**src/rtl/arbiter_puf_pkg.sv**
```systemverilog
// Shared definitions for the arbiter PUF emulation engine.
//   - state_e       : FSM state encoding
//   - SEL_*         : challenge-bit meaning for one switch stage
//   - tw_of()       : arrival-time width, wide enough that N_STAGES additions
//                     of all-ones DW-bit delays cannot overflow
package arbiter_puf_pkg;

  typedef enum logic [1:0] {
    ST_IDLE  = 2'd0,
    ST_ACCUM = 2'd1,
    ST_RACE  = 2'd2,
    ST_DONE  = 2'd3
  } state_e;

  localparam logic SEL_STRAIGHT = 1'b1;
  localparam logic SEL_CROSSED  = 1'b0;

  function automatic int tw_of(input int n_stages, input int dw);
    return dw + $clog2(n_stages) + 1;
  endfunction

endpackage

```
**src/rtl/puf_stage_step.sv**
```systemverilog
// One switch stage of the emulated delay chain (purely combinational).
// Ports:
//   t1_i, t2_i : arrival times entering the stage (TW bits)
//   sel_i      : 1 = straight, 0 = crossed
//   d1_i, d2_i : delay of the line-1 / line-2 output of this stage (DW bits)
//   t1_o, t2_o : arrival times leaving the stage (TW bits)
module puf_stage_step
  import arbiter_puf_pkg::*;
#(
  parameter int DW = 8,
  parameter int TW = 12
) (
  input  logic [TW-1:0] t1_i,
  input  logic [TW-1:0] t2_i,
  input  logic          sel_i,
  input  logic [DW-1:0] d1_i,
  input  logic [DW-1:0] d2_i,
  output logic [TW-1:0] t1_o,
  output logic [TW-1:0] t2_o
);

  logic [TW-1:0] src1;
  logic [TW-1:0] src2;

  always_comb begin
    if (sel_i == SEL_STRAIGHT) begin
      src1 = t1_i;
      src2 = t2_i;
    end else begin
      src1 = t2_i;
      src2 = t1_i;
    end
    t1_o = src1 + TW'(d1_i);
    t2_o = src2 + TW'(d2_i);
  end

endmodule

```
**src/rtl/arbiter_puf_engine.sv**
```systemverilog
// Arbiter PUF emulation engine. A challenge selects straight/crossed routing
// per stage; the two arrival times are accumulated one stage per clock, then a
// race counter counts up to the earlier arrival and the arbiter decision is
// registered when it gets there.
// Ports:
//   clk, rst            : clock, async active-high reset
//   ch_valid/ch_ready   : challenge handshake, challenge[N_STAGES-1:0]
//   resp_valid/ready    : response handshake, resp = 1 when line 1 wins
//   t1_out, t2_out      : final arrival times (TW bits)
//   eval_count          : completed evaluations, saturating
module arbiter_puf_engine
  import arbiter_puf_pkg::*;
#(
  parameter int                     N_STAGES = 8,
  parameter int                     DW       = 8,
  parameter logic [N_STAGES*DW-1:0] DELAY1   = {N_STAGES{8'b00001111}},
  parameter logic [N_STAGES*DW-1:0] DELAY2   = {N_STAGES{8'b00001111}},
  parameter logic                   TIE_RESP = 1'b0,
  localparam int                    TW       = tw_of(N_STAGES, DW)
) (
  input  logic                clk,
  input  logic                rst,
  input  logic                ch_valid,
  output logic                ch_ready,
  input  logic [N_STAGES-1:0] challenge,
  output logic                resp_valid,
  input  logic                resp_ready,
  output logic                resp,
  output logic [TW-1:0]       t1_out,
  output logic [TW-1:0]       t2_out,
  output logic [15:0]         eval_count
);

  localparam int             IW       = (N_STAGES > 1) ? $clog2(N_STAGES) : 1;
  localparam logic [IW-1:0]  LAST_IDX = IW'(N_STAGES - 1);

  state_e              state_q, state_d;
  logic [N_STAGES-1:0] ch_q, ch_d;
  logic [IW-1:0]       idx_q, idx_d;
  logic [TW-1:0]       cnt_q, cnt_d;
  logic [TW-1:0]       t1_q, t1_d;
  logic [TW-1:0]       t2_q, t2_d;
  logic                resp_q, resp_d;
  logic [15:0]         evc_q, evc_d;

  logic [DW-1:0]       step_d1;
  logic [DW-1:0]       step_d2;
  logic [TW-1:0]       step_t1;
  logic [TW-1:0]       step_t2;
  logic [TW-1:0]       tmin;

  // The single stage datapath is time-shared: idx_q picks which stage's
  // delays and challenge bit feed it on each ACCUM cycle.
  assign step_d1 = DELAY1[int'(idx_q)*DW +: DW];
  assign step_d2 = DELAY2[int'(idx_q)*DW +: DW];

  puf_stage_step #(
    .DW (DW),
    .TW (TW)
  ) u_step (
    .t1_i  (t1_q),
    .t2_i  (t2_q),
    .sel_i (ch_q[idx_q]),
    .d1_i  (step_d1),
    .d2_i  (step_d2),
    .t1_o  (step_t1),
    .t2_o  (step_t2)
  );

  assign tmin = (t1_q < t2_q) ? t1_q : t2_q;

  always_comb begin
    state_d = state_q;
    ch_d    = ch_q;
    idx_d   = idx_q;
    cnt_d   = cnt_q;
    t1_d    = t1_q;
    t2_d    = t2_q;
    resp_d  = resp_q;
    evc_d   = evc_q;

    case (state_q)
      ST_IDLE: begin
        if (ch_valid) begin
          ch_d    = challenge;
          t1_d    = '0;
          t2_d    = '0;
          idx_d   = '0;
          state_d = ST_ACCUM;
        end
      end
      ST_ACCUM: begin
        t1_d = step_t1;
        t2_d = step_t2;
        if (idx_q == LAST_IDX) begin
          idx_d   = '0;
          cnt_d   = '0;
          state_d = ST_RACE;
        end else begin
          idx_d = idx_q + 1'b1;
        end
      end
      ST_RACE: begin
        // Counter reaching the earlier arrival models the arbiter firing.
        if (cnt_q == tmin) begin
          if (t1_q < t2_q)      resp_d = 1'b1;
          else if (t1_q > t2_q) resp_d = 1'b0;
          else                  resp_d = TIE_RESP;
          state_d = ST_DONE;
        end else begin
          cnt_d = cnt_q + 1'b1;
        end
      end
      ST_DONE: begin
        if (resp_ready) begin
          state_d = ST_IDLE;
          if (evc_q != 16'hFFFF) evc_d = evc_q + 16'd1;
        end
      end
      default: state_d = ST_IDLE;
    endcase
  end

  always_ff @(posedge clk or posedge rst) begin
    if (rst) begin
      state_q <= ST_IDLE;
      ch_q    <= '0;
      idx_q   <= '0;
      cnt_q   <= '0;
      t1_q    <= '0;
      t2_q    <= '0;
      resp_q  <= 1'b0;
      evc_q   <= '0;
    end else begin
      state_q <= state_d;
      ch_q    <= ch_d;
      idx_q   <= idx_d;
      cnt_q   <= cnt_d;
      t1_q    <= t1_d;
      t2_q    <= t2_d;
      resp_q  <= resp_d;
      evc_q   <= evc_d;
    end
  end

  assign ch_ready   = (state_q == ST_IDLE);
  assign resp_valid = (state_q == ST_DONE);
  assign resp       = resp_q;
  assign t1_out     = t1_q;
  assign t2_out     = t2_q;
  assign eval_count = evc_q;

endmodule

```
**config.mk**
```make
export PLATFORM = sky130hd
export DESIGN_NAME = arbiter_puf_engine
export DESIGN_NICKNAME = d
export VERILOG_FILES = /design/src/rtl/arbiter_puf_pkg.sv /design/src/rtl/puf_stage_step.sv /design/src/rtl/arbiter_puf_engine.sv
export SDC_FILE = /design/constraint.sdc
export NUM_CORES = 1
export LEC_CHECK = 0
export ABC_AREA = 1
export BUFFER_PORTS_ARGS = -buffer_cell sky130_fd_sc_hd__buf_2
export CAP_MARGIN = 20
export CORE_UTILIZATION = 60
export CTS_BUF_LIST = sky130_fd_sc_hd__clkbuf_4 sky130_fd_sc_hd__clkbuf_8
export CTS_CLUSTER_SIZE = 24
export DETAILED_ROUTE_END_ITERATION = 12
export HOLD_SLACK_MARGIN = 0.08
export PLACE_DENSITY = 0.82
export SLEW_MARGIN = 20
export SYNTH_ARGS = -nofsm -noshare
export SYNTH_HDL_FRONTEND = slang
export SYNTH_SLANG_ARGS = --single-unit
```
**constraint.sdc**
```tcl
create_clock -name clk -period 4.7 [get_ports clk]
set_input_delay 0.705 -clock clk [delete_from_list [all_inputs] [get_ports clk]]
set_output_delay 0.705 -clock clk [all_outputs]
set_load 0.01 [all_outputs]
```
==> impl_metrics.toml, run 1 <==
[clock_tree]
cts_resized = 0
post_cts_buffers = 0
cts-root-buf = "clkbuf_8"
clk_latency_ns = 0.36
htreeDepth = 3
cts_sinks = 66
numCtsBuffers = 9
cts.clk_slew.worst_paths_ns = 0.07
postCtsHoldBufs = 0
cts_tree = "built"
cts_buffer_depth = 2

[placed_design]
globalplace.congestion = 0.960
hpwlAfterDp_mm = 8.36
numPortBuffers = 54
postPlaceCellArea_um2 = 4840

[global_routing]
grt_remaining_overflow = 0
grt_pass1_wl_mm = 18.8
grt_use_total = 0.313
grt_pass1_vias = 4206
antenna_found_initial = 0
grt_max_degree = 67

[cells_and_area]
fin_util = 0.696
stdcell_area_um2 = 5050
num_antenna_cells = 0
fillCellCount = 618
layout.nets = 739
drive_gt1_frac = 0.125
area_growth_pct = 11.9

[setup_path]
r2r-end = "cnt_q[0]$_DFFE_PP0P_"
rrSetupSlack_ns = 1.17
ff2ff_path_depth = 19
r2r-start = "t2_out[11]$_DFFE_PP0P_"
worstPathMaxFanout = 16
worstPathRequired_ns = 4.99
cp_slowest_cell = "nor2_1"
cpMostUsedCell = "nand2_1"
path_cells = "inv_1 > ha_1 > nand2_1 > nor2_2 > nand2_1 > nand3_1 > nor2_1 > nand2_2 > inv_1 > nand2_1 > nand2_1 > nand2_1 > nand2_1 > nand2_1 > nor2_1 > nand3_2 > nand2_2 > nand2_1 > nand2_1"
crit_path_end_kind = "flip-flop"
slowest_delay_ns = 0.62
critPathArrivalTime_ns = 3.82
startpoint_type = "flip-flop"
crit_type = "reg2reg"

[die]
die_h_um = 88.7
die_w_um = 88.7
coreArea_um2 = 7250
die_area_um2 = 7870
pin_count = 55
rows = 31
start_util = 0.622

[detailed_routing]
first_iter_violations = 365
routedWlPerCell_um = 14.0
first_pass_iters = 6
num_vias = 4546
drt-vias-per-instance = 5.62
ant_nets = 0
drc = 0
routed_wl_mm = 11.4

[pwr]
p_int_uw = 1740
swShare = 0.537
seqPwrFrac = 0.233
power.leakage_uw = 0.00260
peakVddDrop_mv = 0.425
power_uw = 3760
switchingPower_uw = 2020
power_density_nw_per_um2 = 746
p_comb_frac = 0.638
power.clock.fraction = 0.130

[timing]
max-slew-margin-rel = 0.333
rsz0062_at_grt = "false"
fmax_mhz = 283
worst_pin_slew_ns = 1.00
timing.setup.tns_ns = 0
final-hold-violation-count = 0
skew_ns = 0.0143
timing.hold.ws_ns = 0.492
fin_crit_sh = 0.751
period_minus_slack_ns = 3.53
slew_viol_final = 0
finalSetupViolations = 0

[outcome]
status = "finished clean"

[hold_path]
whs_endpoint = "eval_count[10]$_DFFE_PP0P_"
hp-class = "reg2reg"
min_path_cells = 1
min_from = "eval_count[10]$_DFFE_PP0P_"

[logic_synthesis]
yosysMostFrequentCell = "nand2_1"
async_flop_share = 1.00
yosysWarnings = 0
yosysTopAreaCell = "dfrtp_1"
synth_seq_cells = 66
syn-instance-count = 654
synth_top_cells_by_count = "nand2_1 (201), inv_1 (83), nand3_1 (79)"
synth_ff_type = "dfrtp_1"
yosysUniqueCellTypes = 27
syn_area_per_cell_um2 = 6.89
syn-num-nets = 687
ys_top_cells_by_area = "dfrtp_1 (37%), nand2_1 (17%), nand3_1 (8.8%)"
syn-cell-area_um2 = 4510
ys_seq_area_frac = 0.366
synthDominantCellAreaShare = 0.366
synth_edf_count = 0

[run]
drv_cap = 0
[worst max path at each step]
| stage | start | to | slack (ns) |
|---|---|---|---|
| after floorplan | t2_out[11]$_DFFE_PP0P_ | cnt_q[10]$_DFFE_PP0P_ | 2.32 |
| after CTS | t2_out[11]$_DFFE_PP0P_ | cnt_q[0]$_DFFE_PP0P_ | 1.25 |
| final | t2_out[11]$_DFFE_PP0P_ | cnt_q[0]$_DFFE_PP0P_ | 1.17 |
| after global routing | t2_out[9]$_DFFE_PP0P_ | cnt_q[10]$_DFFE_PP0P_ | 0.78 |
| after global placement | t2_out[11]$_DFFE_PP0P_ | cnt_q[11]$_DFFE_PP0P_ | 1.40 |
| after detailed placement | t2_out[9]$_DFFE_PP0P_ | cnt_q[0]$_DFFE_PP0P_ | 1.29 |
[power by group through the flow]
| stage | registers, uW | clock network, uW | logic (uW) |
|---|---|---|---|
| 2_1_floorplan | 874 | 0 | 1830 |
| 3_3_place_gp | 876 | 0 | 2220 |
| 3_5_place_dp | 883 | 0 | 2310 |
| 4_1_cts | 874 | 493 | 2330 |
| 5_1_grt | 895 | 518 | 2720 |
| 6_report | 876 | 489 | 2400 |
[cells by family after synthesis]
logic type	share of synthesized area
simple gates	0.336
buf+inv	0.0885
xor+xnor	0.0369
fa+ha+maj	0.0583
flops	0.366
compound gates	0.0943
mux	0.0200
[metal layers]
layer | part of all wire | vias up | GRT usage
met5 | 0 | - | 0
met4 | 0.028 | 0 | 0.141
met2 | 0.49 | 207 | 0.534
met1 | 0.41 | 2087 | 0.386
met3 | 0.073 | 31 | 0.0597
li1 | - | 2221 | -
[flip-flops by register name, indices dropped and copies added, names as in the netlist]
| name | flops |
|---|---|
| eval_count | 16 |
| cnt_q | 12 |
| t2_out | 12 |
| state_q | 2 |
| idx_q | 3 |
| t1_out | 12 |
| resp | 1 |
| ch_q | 8 |
[cell type report]
cell class | count | area (um2) | share of cell area
well taps | 99 | 124 | 0.0245
inverters | 84 | 315 | 0.0625
clock buffers | 10 | 138 | 0.0273
repair buffers | 57 | 300 | 0.0595
clock inverters | 5 | 55.1 | 0.0109
flip-flops and latches | 66 | 1650 | 0.327
multi-input cells | 488 | 2460 | 0.488
[critical path: cells and delay by family (launching register included)]
| kind | cells | cell delay [ns] |
|---|---|---|
| buffers and inverters | 2 | 0.31 |
| adders and majority gates | 1 | 0.26 |
| DFF | 1 | 0.41 |
| and+or+nand+nor | 16 | 2.49 |
[placed cells by master (no fill, tap or decap)]
cell type / n
a21oi_1: 13
a22o_1: 1
buf_2: 54
buf_4: 2
buf_8: 1
bufinv_16: 1
clkbuf_8: 10
clkinv_2: 2
clkinvlp_4: 2
dfrtp_1: 66
ha_1: 21
inv_1: 82
inv_2: 2
mux2_2: 8
nand2_1: 201
nand2_2: 2
nand3_1: 79
nand3_2: 1
nand4_1: 7
nor2_1: 57
nor2_2: 2
nor3_1: 6
nor3b_1: 3
nor4_1: 2
o211ai_1: 3
o21ai_0: 32
o21ai_1: 14
o21ai_2: 1
o22ai_1: 15
or2_2: 1
xnor2_1: 8
xor2_1: 11
[through the flow]
step                      std cells  setup slack (ns)
final                           809              1.17
after global routing            809             0.778
after CTS                       808              1.25
after detailed placement        793              1.29
after global placement          793              1.40
after floorplan                 654              2.32
Note: power is estimated with default switching activity, not from simulation.
==> inputs of run 2 (changes only) <==
--- a/config.mk
+++ b/config.mk
@@ -8,12 +8,12 @@
 export ABC_AREA = 1
 export BUFFER_PORTS_ARGS = -buffer_cell sky130_fd_sc_hd__buf_2
 export CAP_MARGIN = 20
-export CORE_UTILIZATION = 60
+export CORE_UTILIZATION = 55
 export CTS_BUF_LIST = sky130_fd_sc_hd__clkbuf_4 sky130_fd_sc_hd__clkbuf_8
 export CTS_CLUSTER_SIZE = 24
 export DETAILED_ROUTE_END_ITERATION = 12
 export HOLD_SLACK_MARGIN = 0.08
-export PLACE_DENSITY = 0.82
+export PLACE_DENSITY = 0.79
 export SLEW_MARGIN = 20
 export SYNTH_ARGS = -nofsm -noshare
 export SYNTH_HDL_FRONTEND = slang
==> constraint.sdc (replaced) <==
create_clock -name clk -period 3 [get_ports clk]
set_input_delay 0.45 -clock clk [delete_from_list [all_inputs] [get_ports clk]]
set_output_delay 0.45 -clock clk [all_outputs]
set_load 0.01 [all_outputs]
==> run 2 against run 1 <==
  * Clock-buffer cell count did not move
  * Utilization fell by 3.8 points
  * Die area rose by 8.9%
  * Sequential share of layout area fell by 0.74 points
  * Cell area rose by 2.3%
  * Via count barely moved
  * Combinational power rose by 62%
  * Highest routed layer unchanged
==> impl_metrics.toml, run 2 (same netlist as run 1, synthesis figures left out) <==
[outcome]
status = "finished clean"

[global_routing]
antenna_found_initial = 0
grt_remaining_overflow = 0
grt_use_total = 0.291
grt_pass1_vias = 4290
grt_max_degree = 35
grt_pass1_wl_mm = 19.6

[timing]
final-hold-violation-count = 0
worst_pin_slew_ns = 0.701
max-slew-margin-rel = 0.532
period_minus_slack_ns = 2.82
timing.hold.ws_ns = 0.321
fmax_mhz = 355
slew_viol_final = 0
rsz0062_at_grt = "true"
skew_ns = 0.0122
fin_crit_sh = 0.940
finalSetupViolations = 0

[clock_tree]
cts.clk_slew.worst_paths_ns = 0.08
clk_latency_ns = 0.35
cts_tree = "built"
htreeDepth = 3
cts_sinks = 66
numCtsBuffers = 9
cts_buffer_depth = 2
cts-root-buf = "clkbuf_8"

[setup_path]
worstPathMaxFanout = 13
crit_path_end_kind = "flip-flop"
startpoint_type = "flip-flop"
critPathArrivalTime_ns = 3.07
crit_type = "reg2reg"
worstPathRequired_ns = 3.25

[pwr]
peakVddDrop_mv = 0.616
power.leakage_uw = 0.00266
power_density_nw_per_um2 = 1180

[placed_design]
numPortBuffers = 54
globalplace.congestion = 0.939
postPlaceCellArea_um2 = 4910
hpwlAfterDp_mm = 8.66

[die]
die_w_um = 92.5
die_h_um = 92.5
rows = 32
pin_count = 55
start_util = 0.575
coreArea_um2 = 7850
die_area_um2 = 8560

[hold_path]
hp-class = "in2reg"

[cells_and_area]
num_antenna_cells = 0
drive_gt1_frac = 0.137
mostFrequentLayoutCell = "nand2_1"
area_growth_pct = 14.5
stdcell_area_um2 = 5160
largest_reg_flops = 16
layout_common_cells = "nand2_1 (201), inv_1 (82), nand3_1 (79), dfrtp_1 (66), nor2_1 (56)"
layout.nets = 749
fillCellCount = 702

[detailed_routing]
first_iter_violations = 364
drt-vias-per-instance = 5.53
drc = 0
num_vias = 4548
routedWlPerCell_um = 14.0
ant_nets = 0
routed_wl_mm = 11.5
first_pass_iters = 7

[run]
drv_cap = 0
[run 2: changes by cell type in the layout (fill, tap and decap cells not counted), moves of 2 or more]
cell and delta:
buf_4 +10, nand2_4 +2, o21ai_1 +2, nand2_2 -2
[run 2: worst max-delay path, cell delays in order (launching register included)]
cell      delay [ns]
dfrtp_1         0.45
inv_2           0.12
nor2_1          0.05
o211ai_1        0.16
nand2_1         0.34
o21ai_1         0.47
inv_1           0.11
ha_1            0.23
nand3_1         0.19
nand2_1         0.13
nor2_1          0.21
a21oi_1         0.09
o22ai_1         0.18
[run 2: path summary, 6_finish.rpt]
kind,slack (ns),start,depth (start not counted),to
worst max-delay path,0.18,idx_q[0]$_DFFE_PP0P_,12,t1_out[8]$_DFFE_PP0P_
worst min-delay path,0.32,challenge[2],2,ch_q[2]$_DFFE_PP0P_
worst max register to register,0.18,idx_q[0]$_DFFE_PP0P_,12,t1_out[8]$_DFFE_PP0P_
worst min register to register,0.51,ch_q[5]$_DFFE_PP0P_,1,ch_q[5]$_DFFE_PP0P_
max in group asynchronous,1.88,rst,4,t1_out[1]$_DFFE_PP0P_
min in group asynchronous,0.49,rst,3,ch_q[7]$_DFFE_PP0P_
[run 2: final cells by class]
type                       count  area [um2]  area share
inverter                      84         315      0.0611
clock inverter                 6        88.8      0.0172
clock buffer                  10         138      0.0267
multi-input combinational    488        2470       0.479
timing repair buffer          67         370      0.0717
tap                          102         128      0.0247
sequential                    66        1650       0.320
[run 2: stage by stage]
step	setup WS, ns	TNS (ns)	power, uW	util	instances
after floorplan	0.622	0	4230	-	654
after global placement	0.344	0	5010	0.625	805
after detailed placement	0.257	0	5130	0.625	805
after CTS	0.221	0	6030	0.655	822
after global routing	-0.0136	-0.0271	6720	0.658	823
final	0.181	0	6120	0.658	823
[run 2: routing by layer]
metal,wire (um),vias up,share of wire,track usage
met4,269,0,0.023,0.121
met5,0,-,0,0
met1,4890,2111,0.43,0.358
met2,5560,168,0.48,0.496
li1,-,2238,-,-
met3,770,31,0.067,0.0550
[run 2: power by group]
part           switching, uW  internal (uW)
clock network            374            492
logic                   2600           1280
registers                246           1120
total                   3220           2900
[run 2: repair_timing]
| action | in CTS | in global routing |
|---|---|---|
| hold endpoints to repair | 1 | 0 |
| setup endpoints to repair | 0 | 18 |
| setup buffers | 0 | 1 |
| resized for setup | 0 | 4 |
| hold buffers | 1 | 0 |
